### src/rtl/dual_shift_pkg.sv
// ---------------------------------------------------------------------------
// dual_shift_pkg
// Definitions shared by the dual-lane serial transmitter and receiver:
//   DSR_WIDTH     default word width per lane
//   cnt_width()   bit-counter width for a given word width
//   hold_state_t  state of the one-deep output holding register
// ---------------------------------------------------------------------------
package dual_shift_pkg;

    localparam int DSR_WIDTH = 8;

    // Widths below 2 are not supported; clamping keeps the counter at least
    // one bit wide, so a bad parameter can never produce a zero-width vector.
    function automatic int cnt_width(input int width);
        return (width < 2) ? 1 : $clog2(width);
    endfunction

    typedef enum logic {
        HOLD_EMPTY = 1'b0,
        HOLD_FULL  = 1'b1
    } hold_state_t;

endpackage

### src/rtl/dual_shift_deserializer_if.sv
// ---------------------------------------------------------------------------
// dual_shift_deserializer_if
// Serial inputs and parallel handshake outputs of both deserializer lanes.
//   sin0/1, sin_valid0/1   serial bit and bit strobe per lane
//   out_ready0/1           consumer ready per lane
//   out0/1, out_valid0/1   assembled word and its valid flag per lane
//   overrun0/1             sticky dropped-word flag per lane
// Modports: master = link/consumer side, slave = deserializer.
// ---------------------------------------------------------------------------
interface dual_shift_deserializer_if #(
    parameter int WIDTH = dual_shift_pkg::DSR_WIDTH
) ();

    logic             sin0;
    logic             sin_valid0;
    logic             sin1;
    logic             sin_valid1;
    logic             out_ready0;
    logic             out_ready1;
    logic [WIDTH-1:0] out0;
    logic             out_valid0;
    logic [WIDTH-1:0] out1;
    logic             out_valid1;
    logic             overrun0;
    logic             overrun1;

    modport master (
        output sin0, sin_valid0, sin1, sin_valid1, out_ready0, out_ready1,
        input  out0, out_valid0, out1, out_valid1, overrun0, overrun1
    );

    modport slave (
        input  sin0, sin_valid0, sin1, sin_valid1, out_ready0, out_ready1,
        output out0, out_valid0, out1, out_valid1, overrun0, overrun1
    );

endinterface

### src/rtl/dual_shift_deserializer_lane.sv
// ---------------------------------------------------------------------------
// shift_deser_lane
// One deserializer lane: shifts bits in LSB first (new bit enters at the MSB),
// counts WIDTH strobed bits, and places each completed word in a one-deep
// holding register with a valid/ready handshake and a sticky overrun flag.
//   clk, rst (active low, async), clr (sync clear)
//   sin, sin_valid   serial bit and strobe
//   out_ready        consumer ready
//   out, out_valid   holding register and valid
//   overrun          sticky: a completed word was dropped
// ---------------------------------------------------------------------------
module shift_deser_lane
    import dual_shift_pkg::*;
#(
    parameter int WIDTH = DSR_WIDTH
) (
    input  logic             clk,
    input  logic             rst,
    input  logic             clr,
    input  logic             sin,
    input  logic             sin_valid,
    input  logic             out_ready,
    output logic [WIDTH-1:0] out,
    output logic             out_valid,
    output logic             overrun
);

    localparam int CW = cnt_width(WIDTH);

    logic [WIDTH-1:0] shreg;
    logic [CW-1:0]    cnt;
    hold_state_t      state;
    logic [WIDTH-1:0] next_word;
    logic             complete;

    // The candidate word includes the bit arriving on this edge, which lets
    // the holding register load on the completing edge itself.
    assign next_word = {sin, shreg[WIDTH-1:1]};
    assign complete  = sin_valid && (cnt == CW'(WIDTH - 1));
    assign out_valid = (state == HOLD_FULL);

    // Shift register and bit counter. Gaps in sin_valid freeze both, so a
    // word may be spread over any number of cycles.
    always_ff @(posedge clk or negedge rst) begin
        if (!rst) begin
            shreg <= '0;
            cnt   <= '0;
        end else if (clr) begin
            shreg <= '0;
            cnt   <= '0;
        end else if (sin_valid) begin
            shreg <= next_word;
            cnt   <= complete ? '0 : cnt + 1'b1;
        end
    end

    // Holding register. A completion while the consumer is stalled keeps the
    // old word and drops the new one; a completion on the same edge the
    // consumer takes the old word simply replaces it. The out data is not
    // touched by clr because out_valid already marks it as stale.
    always_ff @(posedge clk or negedge rst) begin
        if (!rst) begin
            state   <= HOLD_EMPTY;
            out     <= '0;
            overrun <= 1'b0;
        end else if (clr) begin
            state   <= HOLD_EMPTY;
            overrun <= 1'b0;
        end else begin
            case (state)
                HOLD_EMPTY: begin
                    if (complete) begin
                        out   <= next_word;
                        state <= HOLD_FULL;
                    end
                end
                HOLD_FULL: begin
                    if (complete) begin
                        if (out_ready) begin
                            out <= next_word;
                        end else begin
                            overrun <= 1'b1;
                        end
                    end else if (out_ready) begin
                        state <= HOLD_EMPTY;
                    end
                end
                default: state <= HOLD_EMPTY;
            endcase
        end
    end

endmodule

### src/rtl/dual_shift_deserializer.sv
// ---------------------------------------------------------------------------
// dual_shift_deserializer
// Two independent serial-to-parallel lanes for the receive side of the
// dual_shift_register link.
//   clk   rising-edge clock
//   rst   asynchronous reset, active low
//   clr   synchronous clear of counters, shift regs, valids, overrun flags
//   bus   slave side of dual_shift_deserializer_if (serial in, word out)
// ---------------------------------------------------------------------------
module dual_shift_deserializer
    import dual_shift_pkg::*;
#(
    parameter int WIDTH = DSR_WIDTH
) (
    input logic                      clk,
    input logic                      rst,
    input logic                      clr,
    dual_shift_deserializer_if.slave bus
);

    shift_deser_lane #(.WIDTH(WIDTH)) u_lane0 (
        .clk       (clk),
        .rst       (rst),
        .clr       (clr),
        .sin       (bus.sin0),
        .sin_valid (bus.sin_valid0),
        .out_ready (bus.out_ready0),
        .out       (bus.out0),
        .out_valid (bus.out_valid0),
        .overrun   (bus.overrun0)
    );

    shift_deser_lane #(.WIDTH(WIDTH)) u_lane1 (
        .clk       (clk),
        .rst       (rst),
        .clr       (clr),
        .sin       (bus.sin1),
        .sin_valid (bus.sin_valid1),
        .out_ready (bus.out_ready1),
        .out       (bus.out1),
        .out_valid (bus.out_valid1),
        .overrun   (bus.overrun1)
    );

endmodule

### src/flat_wrapper.sv
// flat-port wrapper written by rule: the top's interface ports become plain ports
module dual_shift_deserializer_flat import dual_shift_pkg::*;
#(
    parameter int WIDTH = DSR_WIDTH
)
  (clk, rst, clr, bus_sin0, bus_sin_valid0, bus_sin1, bus_sin_valid1, bus_out_ready0, bus_out_ready1, bus_out0, bus_out_valid0, bus_out1, bus_out_valid1, bus_overrun0, bus_overrun1);
  dual_shift_deserializer_if #(.WIDTH(WIDTH)) bus_i ();
  input logic clk;
  input logic rst;
  input logic clr;
  input wire logic [$bits(bus_i.sin0)-1:0] bus_sin0;
  input wire logic [$bits(bus_i.sin_valid0)-1:0] bus_sin_valid0;
  input wire logic [$bits(bus_i.sin1)-1:0] bus_sin1;
  input wire logic [$bits(bus_i.sin_valid1)-1:0] bus_sin_valid1;
  input wire logic [$bits(bus_i.out_ready0)-1:0] bus_out_ready0;
  input wire logic [$bits(bus_i.out_ready1)-1:0] bus_out_ready1;
  output wire logic [$bits(bus_i.out0)-1:0] bus_out0;
  output wire logic [$bits(bus_i.out_valid0)-1:0] bus_out_valid0;
  output wire logic [$bits(bus_i.out1)-1:0] bus_out1;
  output wire logic [$bits(bus_i.out_valid1)-1:0] bus_out_valid1;
  output wire logic [$bits(bus_i.overrun0)-1:0] bus_overrun0;
  output wire logic [$bits(bus_i.overrun1)-1:0] bus_overrun1;
  assign bus_i.sin0 = bus_sin0;
  assign bus_i.sin_valid0 = bus_sin_valid0;
  assign bus_i.sin1 = bus_sin1;
  assign bus_i.sin_valid1 = bus_sin_valid1;
  assign bus_i.out_ready0 = bus_out_ready0;
  assign bus_i.out_ready1 = bus_out_ready1;
  assign bus_out0 = bus_i.out0;
  assign bus_out_valid0 = bus_i.out_valid0;
  assign bus_out1 = bus_i.out1;
  assign bus_out_valid1 = bus_i.out_valid1;
  assign bus_overrun0 = bus_i.overrun0;
  assign bus_overrun1 = bus_i.overrun1;
  dual_shift_deserializer #(.WIDTH(WIDTH)) u_core (.clk(clk), .rst(rst), .clr(clr), .bus(bus_i));
endmodule
### config.mk
export PLATFORM = sky130hd
export DESIGN_NAME = dual_shift_deserializer_flat
export DESIGN_NICKNAME = d
export VERILOG_FILES = /design/src/rtl/dual_shift_pkg.sv /design/src/rtl/dual_shift_deserializer_if.sv /design/src/rtl/dual_shift_deserializer_lane.sv /design/src/rtl/dual_shift_deserializer.sv /design/src/flat_wrapper.sv
export SDC_FILE = /design/constraint.sdc
export NUM_CORES = 1
export LEC_CHECK = 0
export CAP_MARGIN = 15
export CORE_UTILIZATION = 55
export CTS_BUF_LIST = sky130_fd_sc_hd__clkbuf_16
export CTS_CLUSTER_DIAMETER = 30
export CTS_CLUSTER_SIZE = 20
export DETAILED_ROUTE_END_ITERATION = 8
export PLACE_DENSITY = 0.83
export SLEW_MARGIN = 20
export SYNTH_ARGS = -nofsm -noshare
export SYNTH_HDL_FRONTEND = slang
export SYNTH_SLANG_ARGS = --single-unit
### constraint.sdc
create_clock -name clk -period 3.93 [get_ports clk]
set_input_delay 0.393 -clock clk [delete_from_list [all_inputs] [get_ports clk]]
set_output_delay 0.393 -clock clk [all_outputs]
set_load 0.02 [all_outputs]
After elaboration in Yosys (flattened, before gate mapping)
Cells that the tools add are included.
{"block": "classes", "addsub": 2, "n_mul": 0, "div_mod_pow": 0, "magnitude_cmp": 0, "n_eq_ne": 10, "shift": 0, "n_mux": 36, "n_bitwise": 3, "n_reduce_logical": 12}
{"operator": "$mux 8", "count": 10}
{"operator": "$pmux 8 s2", "count": 2}
{"operator": "$mux 3", "count": 6}
{"operator": "$mux 1", "count": 16}
{"operator": "$ne 2x2->1 const B", "count": 6}
{"operator": "$reduce_bool 2->1", "count": 6}
{"operator": "$reduce_and 4->1", "count": 2}
{"operator": "$add 3x1->3 const B", "count": 2}
{"operator": "$eq 3x3->1 const B", "count": 2}
{"operator": "$reduce_and 3->1", "count": 2}
{"operator": "$ne 2x1->1 const B", "count": 2}
{"operator": "$pmux 1 s2", "count": 2}
{"operator": "$not 1->1", "count": 3}
{"operator": "$logic_and 1x1->1", "count": 2}
{"block": "totals", "reg_bits": 42, "latchBits": 0, "ramBits": 0, "rom_bits": 0, "inputBits": 9, "output_inout_bits": 20, "word_cells": 73, "mem_count": 0}

Depth between registers and ports, before layout
Gate-level depths: netlist (run 1).
{"block": "depth", "ltp_word": 5, "ltp_mapped": 5}

By module
A second synthesis (run 1) with hierarchy kept.
{"block": "hier_totals", "cells_unflattened": 126, "area_unflattened_um2": 1651.6}
{"mod": "shift_deser_lane (u_core.u_lane0)", "instances": 1, "cells_per_inst": 63, "area_each_um2": 833.3}
{"mod": "shift_deser_lane (u_core.u_lane1)", "instances": 1, "cells_per_inst": 63, "area_each_um2": 818.3}

Least setup slack after synthesis (run 1)
OpenSTA, ideal clock, no wires.
{"block": "synth_timing", "path_kind": "register to register", "startpoint": "register u_core.u_lane0.cnt[0]", "endpoint": "register u_core.u_lane0.out[7]", "setup_time_ps": 125, "arrival_ps": 1403, "t_required_ps": 3805, "setup_slack_ps": 2402, "path_stages_with_launch": 6, "period_less_slack_ps": 1528, "path_cell_list": "dfrtp_1 ha_1 ha_1 nand2_1 nor3_4 mux2_2"}
{"block": "synth_between", "elab_chain_len": 4}
{"item": "start: declaration", "line": "dual_shift_deserializer_lane.sv:31", "text": "logic [CW-1:0] cnt;"}
{"item": "start signal: assignment", "line": "dual_shift_deserializer_lane.sv:53", "text": "cnt <= complete ? '0 : cnt + 1'b1;"}
{"item": "$eq 3x3->1 (*)", "line": "dual_shift_deserializer_lane.sv:39", "text": "assign complete = sin_valid && (cnt == CW'(WIDTH - 1));"}
{"item": "$logic_and 1x1->1 (*)", "line": "dual_shift_deserializer_lane.sv:39"}
{"item": "$ne 2x2->1 (no line) / $ne 2x1->1 (equally long branches)"}
{"item": "$reduce_and 4->1 (no line) (*)"}
{"item": "end signal: assignment", "line": "dual_shift_deserializer_lane.sv:73", "text": "out <= next_word;"}
{"item": "end signal: assignment", "line": "dual_shift_deserializer_lane.sv:80", "text": "out <= next_word;"}
{"item": "end: declaration", "line": "dual_shift_deserializer_lane.sv:23", "text": "output logic [WIDTH-1:0] out,"}
Mark *: on every way between the ends. The rest lies on a longest branch, timed or not.
A chain may end at the register's enable or synchronous reset.

Worst setup path after layout (run 1)
{"block": "layout_timing", "startpoint": "input port clr", "endpoint": "register u_core.u_lane0.out[1]"}
{"block": "layout_between", "elab_chain_len": 2}
{"item": "start: declaration", "line": "flat_wrapper.sv:10", "text": "input logic clr;"}
{"item": "$not 1->1 (no line)"}
{"item": "$reduce_and 4->1 (no line)"}
No other way between the ends.

==> results of run 1 <==
## power by group through the flow
stage | clock network [W] | logic, W | registers (W)
2_1_floorplan | 0 | 0.0000215 | 0.000428
3_3_place_gp | 0 | 0.0000394 | 0.000429
3_5_place_dp | 0 | 0.0000409 | 0.000429
4_1_cts | 0.000399 | 0.0000411 | 0.000422
5_1_grt | 0.000413 | 0.0000460 | 0.000423
6_report | 0.000390 | 0.0000405 | 0.000422
## logic make-up after synthesis
group                    synth area share [%]
adder cells (fa/ha/maj)                  3.06
AO/OA/AOI/OAI                            2.60
buffers and inverters                    1.83
multiplexers                             20.8
flip-flops                               61.2
AND/OR/NAND/NOR                          10.5
## critical path, delay by kind of cell
| family | cells | cell delay (ns) |
|---|---|---|
| mux | 1 | 0.40 |
| buf+inv | 1 | 0.96 |
| simple gates | 1 | 0.64 |
## registers in the layout, summed over array words and instances, names as in the netlist
register                  count
u_core.u_lane0.out            8
u_core.u_lane1.out            8
u_core.u_lane0.shreg          7
u_core.u_lane1.shreg          7
u_core.u_lane0.cnt            3
u_core.u_lane1.cnt            3
u_core.u_lane0.out_valid      1
u_core.u_lane0.overrun        1
u_core.u_lane1.out_valid      1
u_core.u_lane1.overrun        1
## cell type report
type	count	share of cell area, %
Sequential cell	40	48.3
Clock inverter	3	0.906
Timing Repair Buffer	28	13.3
Tap cell	31	1.87
Clock buffer	5	6.04
Multi-Input combinational cell	78	29.2
Inverter	2	0.362
## metrics by stage
| stage | instances | utilization, % | hold slack, ns | area [sq um] | setup slack (ns) |
|---|---|---|---|---|---|
| floorplan | 125 | - | 0.0974 | 1640 | 2.40 |
| global placement | 179 | 69.3 | 0.476 | 1930 | 1.52 |
| detailed placement | 179 | 69.3 | 0.495 | 1930 | 1.45 |
| CTS | 187 | 74.5 | 0.241 | 2070 | 1.71 |
| global route | 187 | 74.5 | 0.304 | 2070 | 1.60 |
| finish | 187 | 74.5 | 0.220 | 2070 | 1.70 |
## placed cells by master, fill, tap and decap left out
cell type and count:
nand3b_1 2, dfrtp_1 40, nor3_4 2, a31oi_1 2
inv_1 2, nor2_1 22, clkbuf_16 5, clkinv_4 1
nor2b_1 2, nand2_1 4, buf_2 1, nor3b_1 2
clkdlybuf4s50_1 27, mux2_2 16, clkinv_2 2, a21oi_1 6
ha_1 4, mux2i_1 16
## routing by layer
metal / GRT usage [%] / part of all wire (%) / vias up
li1: - / - / 489
met1: 27.7 / 46 / 506
met2: 30.1 / 47 / 27
met3: 7.14 / 5.1 / 4
met4: 8.36 / 1.6 / 0
met5: 0 / 0 / -
## worst max-delay path by stage
stage                                     start                    end  cells past startpoint
after CTS                                   clr  u_core.u_lane0.out[1]                      3
after global placement                      clr  u_core.u_lane0.out[2]                      3
final                                       clr  u_core.u_lane0.out[1]                      3
after floorplan           u_core.u_lane0.cnt[0]  u_core.u_lane0.out[7]                      5
after detailed placement                    clr  u_core.u_lane0.out[6]                      3
after global routing                        clr  u_core.u_lane0.out[1]                      3
==> flow_summary.ini, run 1 <==
[cts]
clock_sinks = 40
cts_root_buffer = clkbuf_16
cts_resized = 0
clk_pin_slew_ns = 0.06
hold_buffers = 0
cts_buffer_depth = 2
tritoncts = built
insertion_delay_ns = 0.28
cts_setup_buffers = 0
cts_inserted_buffers = 5
cts_max_level = 2

[grt]
grt_use_total_pct = 20.4
gr-total-overflow = 0
grt_pass1_vias = 1015
antenna_found_initial = 0
grt_max_degree = 41
grt_first_pass_wirelength_um = 4790

[power_and_ir_drop]
p_sw_share_pct = 21.7
ir_worst_vdd_v = 0.000499
leakage_nw = 1.02
power_density_mw_per_mm2 = 411
power.share.sequential_pct = 49.5
power_switching_w = 0.000185
power.internal_w = 0.000667
finalPower_w = 0.000853
combPwrFrac_pct = 4.7
clock_power_share_pct = 45.8

[route]
drt-pass1-iter-count = 4
wirelength_um = 2790
via_count = 1026
wl_per_cell_um = 14.9
via_per_inst = 5.49
first_iter_violations = 29
antenna_left = 0
drc = 0

[yosys]
yosys_warnings = 0
synth_area_sq_mm = 0.00164
synth_nets = 138
yosysMostFrequentCell = dfrtp_1
ys_top_cells_by_count = dfrtp_1 (40), nor2_1 (22), mux2_2 (16), mux2i_1 (16), a21oi_1 (6)
netlist_top_cells_area = dfrtp_1 (61%), mux2_2 (11%), mux2i_1 (9.8%)
ys_seq_area_share_pct = 61.2
ys_async_sr_fraction_pct = 100
syn_area_per_cell_sq_um = 13.1
synthFlopType = dfrtp_1
synth_edf_count = 0
ys_types = 15
postSynthCellCount = 125
synth_area_leader_cell = dfrtp_1
synth_top_area_share_pct = 61.2
ys_ff_latch = 40

[cells_and_area]
n_fill_cell = 187
area.sequential_sq_mm = 0.00100
antenna_cells = 0
multi_input_area_sq_um = 606
nets = 168
final_layout_size_suffix_gt1_share_pct = 17.3
area_growth_pct = 26.6

[timing]
rsz0062_at_grt = no
hold_viol_final = 0
worst_pin_slew_ns = 1.05
slew_viol_final = 0
fmax_ghz = 0.448
period_needed_ns = 2.23
fin_setup_tns_ns = 0
setup_viol = 0
relSlewSlack_pct = 29.4
finalClockSkew_ns = 0.00778
period_share_pct = 56.8

[placed_design]
hpwl_um = 1850
globalplace.congestion = 0.687
port_buffers = 28

[setup_path]
cp-end-kind = flip-flop
reg2regPathDepth = 5
cp.required_ns = 4.09
arrival_ns = 2.39
start_kind = input pin
r2r_slack_ns = 2.17
worst-path-max-fanout = 26
crit_chain = clkdlybuf4s50_1, nor3_4, mux2_2
r2r_start = u_core.u_lane0.cnt[0]
r2r-end = u_core.u_lane0.out[1]
critPathKind = in2reg
critPathMaxStageDelay_ns = 0.96
cp_slowest_cell = clkdlybuf4s50_1

[run]
cap_violations = 0

[floorplanning]
io_pins = 29
rows = 19
dieArea_sq_mm = 0.00320
die_x_um = 56.6
core_sq_mm = 0.00278
fp.dieH_um = 56.6
start_util_pct = 58.8

[run_status]
status = finished, final reports clean

[worst_hold_path]
worstHoldPathType = in2async
Note: power is estimated with default switching activity, not from simulation.
==> run 2, diff against run 1 <==
- CORE_UTILIZATION: 55 -> 46
- PLACE_DENSITY: 0.83 -> 0.74
- clock period: 3.93 -> 2 ns (I/O delays scaled with it)
==> run 2 against run 1 <==
  * Clock-buffer cell count is the same
  * Setup slack lost 1.5 ns
  * Via count grew 1.4%
  * Non-clock buffer count grew 4
  * Clock skew shrank 0.0058 ns
  * Flip-flop and latch count is the same
  * Final area grew 2.0%
  * Combinational power grew 110%
  * Critical path depth grew 2
  * Global-route usage shrank 2.6 points
  * Routed wire length grew 1.9%
  * Clock power grew 83%
  * Largest cell class unchanged
==> flow_summary.ini, run 2 (synthesis results as in run 1) <==
[route]
first_iter_violations = 42
antenna_left = 0
wirelength_um = 2840
wl_per_cell_um = 13.8
drt-pass1-iter-count = 4
drc = 0
via_per_inst = 5.05
via_count = 1040

[cts]
cts_resized = 0
cts_setup_buffers = 0
hold_buffers = 0
cts_buffer_depth = 2
insertion_delay_ns = 0.27
cts_root_buffer = clkbuf_16
clk_pin_slew_ns = 0.05
clock_sinks = 40
cts_inserted_buffers = 5
cts_max_level = 2
tritoncts = built

[power_and_ir_drop]
clock_power_share_pct = 43.9
combPwrFrac_pct = 5.2
leakage_nw = 1.04
p_sw_share_pct = 20.0
power.internal_w = 0.00130
power.share.sequential_pct = 50.9
power_switching_w = 0.000325
ir_worst_vdd_v = 0.000713
power_density_mw_per_mm2 = 771

[cells_and_area]
n_fill_cell = 290
mostFrequentLayoutCell = dfrtp_1
largestRegisters = u_core.u_lane0.out x8, u_core.u_lane1.out x8
antenna_cells = 0
final_layout_size_suffix_gt1_share_pct = 17.5
fin_area_sq_mm = 0.00211
multi_input_area_sq_um = 606
mostFrequentLayoutCells = dfrtp_1 (40), clkdlybuf4s50_1 (27), nor2_1 (22), mux2i_1 (16), mux2_2 (16)
nets = 172
area.sequential_sq_mm = 0.00100
area_growth_pct = 29.1

[timing]
period_share_pct = 88.8
finalClockSkew_ns = 0.00199
fin_setup_tns_ns = 0
period_needed_ns = 1.78
slew_viol_final = 0
setup_viol = 0
timing.hold.ws_ns = 0.0295
rsz0062_at_grt = no
hold_viol_final = 0
worst_pin_slew_ns = 0.837
fmax_ghz = 0.563
relSlewSlack_pct = 44.2

[setup_path]
r2r_slack_ns = 0.22
start_kind = flip-flop
r2r_start = u_core.u_lane1.cnt[0]
arrival_ns = 1.93
cp-end-kind = flip-flop
critPathMaxStageDelay_ns = 0.39
critical_path.top_delay_family = simple AND/OR/NAND/NOR gates
crit_top_cell = ha_1
cp.buffers_inverters = 0
cp_slowest_cell = mux2_2
critical_path.startpoint = u_core.u_lane1.cnt[0]
worst-path-max-fanout = 8
cp.required_ns = 2.16
critPathKind = reg2reg
crit_chain = ha_1, ha_1, nand2_1, nor3_4, mux2_2

[grt]
gr-total-overflow = 0
grt_max_degree = 41
grt_first_pass_wirelength_um = 4740
grt_pass1_vias = 1064
grt_use_total_pct = 17.8
antenna_found_initial = 0

[floorplanning]
core_sq_mm = 0.00336
io_pins = 29
fp.dieH_um = 61.6
start_util_pct = 48.7
rows = 21
dieArea_sq_mm = 0.00380
die_x_um = 61.6

[placed_design]
hpwl_um = 2000
port_buffers = 28
placed_area_sq_mm = 0.00198
globalplace.congestion = 0.673

[run]
cap_violations = 0

[worst_hold_path]
worstHoldPathType = in2async

[run_status]
status = finished, final reports clean
-- run 2: cell types whose count changed in the layout (fill, tap and decap cells not counted), sizes merged --
cell and change:
buf +4, clkinv -2, inv +2
-- run 2: layer usage --
| metal | track usage, % | up-vias | wire length [um] |
|---|---|---|---|
| met2 | 29.8 | 17 | 1480 |
| li1 | - | 498 | - |
| met4 | 7.62 | 0 | 47 |
| met5 | 0 | - | 0 |
| met1 | 20.9 | 520 | 1210 |
| met3 | 6.09 | 5 | 104 |
-- run 2: power by group through the flow --
stage	clock (W)	sequential (W)	combinational, W
global placement	0	0.000842	0.0000834
CTS	0.000735	0.000829	0.0000875
floorplan	0	0.000842	0.0000422
finish	0.000715	0.000830	0.0000853
global route	0.000766	0.000830	0.0000968
detailed placement	0	0.000844	0.0000869
-- run 2: stage by stage --
step | setup slack, ns | power, W | cells | util (%)
floorplan | 0.472 | 0.000884 | 125 | -
global placement | 0.299 | 0.000926 | 198 | 58.8
detailed placement | 0.247 | 0.000930 | 198 | 58.8
CTS | 0.212 | 0.00165 | 206 | 62.8
global route | 0.0920 | 0.00169 | 206 | 62.8
finish | 0.223 | 0.00163 | 206 | 62.8
-- run 2: worst reg2reg max path, cell delays in order, from the launching register on --
cell,delay [ns]
dfrtp_1,0.37
ha_1,0.16
ha_1,0.25
nand2_1,0.13
nor3_4,0.36
mux2_2,0.39
-- run 2: cell type report --
cell class              instances  share of cell area (%)
multi-input cells              78                    28.7
flip-flops and latches         40                    47.4
clock inverters                 3                   0.533
well taps                      46                    2.72
inverters                       2                   0.355
repair buffers                 32                    14.4
clock buffers                   5                    5.92
-- run 2: final timing paths --
path                                           end  cells after the start
min                         u_core.u_lane1.overrun                      1
min reg2reg                 u_core.u_lane1.overrun                      2
max reg2reg                  u_core.u_lane1.out[7]                      5
min in group clk            u_core.u_lane1.overrun                      2
max in group asynchronous  u_core.u_lane1.shreg[3]                      1
max                          u_core.u_lane1.out[7]                      5
==> run 3, diff against run 2 <==
- GPL_TIMING_DRIVEN: unset -> 0
==> run 3 against run 2 <==
  * Flip-flop and latch count is the same
  * Clock power grew 1%
  * Largest cell class unchanged
  * First-iteration DRC count shrank 55%
  * Register-to-register slack gained 0.05 ns
  * Utilization grew 0.30 points
  * Sequential power is essentially flat
  * Combinational power grew 2%
  * Final cell count grew 0.49%
  * Die area is the same
  * Clock-buffer cell count is the same
  * Critical endpoint is now u_core.u_lane0.out[4]
  * Global-route usage shrank 1.0 points
  * Non-clock buffer count grew 2
==> flow_summary.ini, run 3 (synthesis results as in run 1) <==
[grt]
gr-total-overflow = 0
grt_first_pass_wirelength_um = 4490
antenna_found_initial = 0
grt_max_degree = 35
grt_use_total_pct = 16.8
grt_pass1_vias = 1026

[cts]
cts_max_level = 2
cts_resized = 0
cts_inserted_buffers = 5
hold_buffers = 1
tritoncts = built
cts_buffer_depth = 2
cts_setup_buffers = 0
clk_pin_slew_ns = 0.05
cts_root_buffer = clkbuf_16
clock_sinks = 40
insertion_delay_ns = 0.28

[setup_path]
cp.buffers_inverters = 0
critPathMaxStageDelay_ns = 0.39
r2r_slack_ns = 0.28
critPathKind = reg2reg
worst-path-max-fanout = 8
start_kind = flip-flop
crit_top_cell = ha_1
crit_chain = ha_1, ha_1, nand2_1, nor3_4, mux2_2
cp-end-kind = flip-flop
arrival_ns = 1.88
r2r_start = u_core.u_lane0.cnt[0]
reg2regPathDepth = 5
r2r-end = u_core.u_lane0.out[4]
critical_path.startpoint = u_core.u_lane0.cnt[0]
cp.required_ns = 2.16
critical_path.top_delay_family = simple AND/OR/NAND/NOR gates
cp_slowest_cell = mux2_2

[worst_hold_path]
worstHoldPathType = in2reg
hold_end = u_core.u_lane1.cnt[2]
hold_depth = 2
hp-start = clr

[cells_and_area]
n_fill_cell = 278
antenna_cells = 0
area.sequential_sq_mm = 0.00100
mostFrequentLayoutCell = dfrtp_1
largestRegisters = u_core.u_lane0.out x8, u_core.u_lane1.out x8
nets = 174
final_core_util_pct = 63.1
multi_input_area_sq_um = 606
mostFrequentLayoutCells = dfrtp_1 (40), clkdlybuf4s50_1 (26), nor2_1 (22), mux2i_1 (16), mux2_2 (16)
final_layout_size_suffix_gt1_share_pct = 18.0
area_growth_pct = 29.7

[timing]
finalClockSkew_ns = 0.00298
setup_viol = 0
rsz0062_at_grt = no
worst_pin_slew_ns = 0.476
period_needed_ns = 1.72
hold_viol_final = 0
timing.hold.ws_ns = 0.232
slew_viol_final = 0
period_share_pct = 86.2
fmax_ghz = 0.580
relSlewSlack_pct = 68.3

[route]
wl_per_cell_um = 13.2
antenna_left = 0
wirelength_um = 2720
via_per_inst = 4.98
drc = 0
via_count = 1030
drt-pass1-iter-count = 4
first_iter_violations = 19

[power_and_ir_drop]
finalPower_w = 0.00164
ir_worst_vdd_v = 0.000593
power_density_mw_per_mm2 = 772
leakage_nw = 1.04

[floorplanning]
io_pins = 29
dieArea_sq_mm = 0.00380
fp.dieH_um = 61.6
start_util_pct = 48.7
die_x_um = 61.6
rows = 21
core_sq_mm = 0.00336

[run_status]
status = finished, final reports clean

[run]
cap_violations = 0

[placed_design]
hpwl_um = 1960
globalplace.congestion = 0.681
port_buffers = 27
[run 3: worst max-delay path by stage]
stage	end	cells past startpoint
2_1_floorplan	u_core.u_lane0.out[7]	5
3_3_place_gp	u_core.u_lane0.out[1]	1
3_5_place_dp	u_core.u_lane1.out[0]	4
4_1_cts	u_core.u_lane1.out[0]	5
5_1_grt	u_core.u_lane0.out[6]	5
6_report	u_core.u_lane0.out[4]	5
[run 3: power by group]
group / switching [W] / total (W) / leakage, nW / internal [W]
clock network: 0.000276 / 0.000723 / 0.0709 / 0.000447
registers: 0.00000823 / 0.000830 / 0.554 / 0.000821
logic: 0.0000497 / 0.0000872 / 0.412 / 0.0000375
total: 0.000334 / 0.00164 / 1.04 / 0.00131
[run 3: per-stage QoR]
step | area, sq um | setup TNS (ns) | std cells | setup slack [ns]
3_5_place_dp | 1980 | 0 | 199 | 0.225
2_1_floorplan | 1640 | 0 | 125 | 0.472
4_1_cts | 2120 | 0 | 207 | 0.267
3_3_place_gp | 1960 | -6.87 | 198 | -0.173
5_1_grt | 2120 | 0 | 207 | 0.158
6_report | 2120 | 0 | 207 | 0.277
[run 3: final cells by class]
cell class,instances,area share (%)
clock buffers,5,5.89
flip-flops and latches,40,47.1
multi-input cells,78,28.5
repair buffers,29,13.9
clock inverters,2,0.412
plain buffers,5,1.06
well taps,46,2.71
inverters,2,0.354
[run 3: layer usage]
layer	track usage, %	wire, um	vias up
li1	-	-	499
met1	20.5	1210	509
met2	27.0	1360	16
met3	5.04	100	6
met4	8.57	59	0
met5	0	0	-
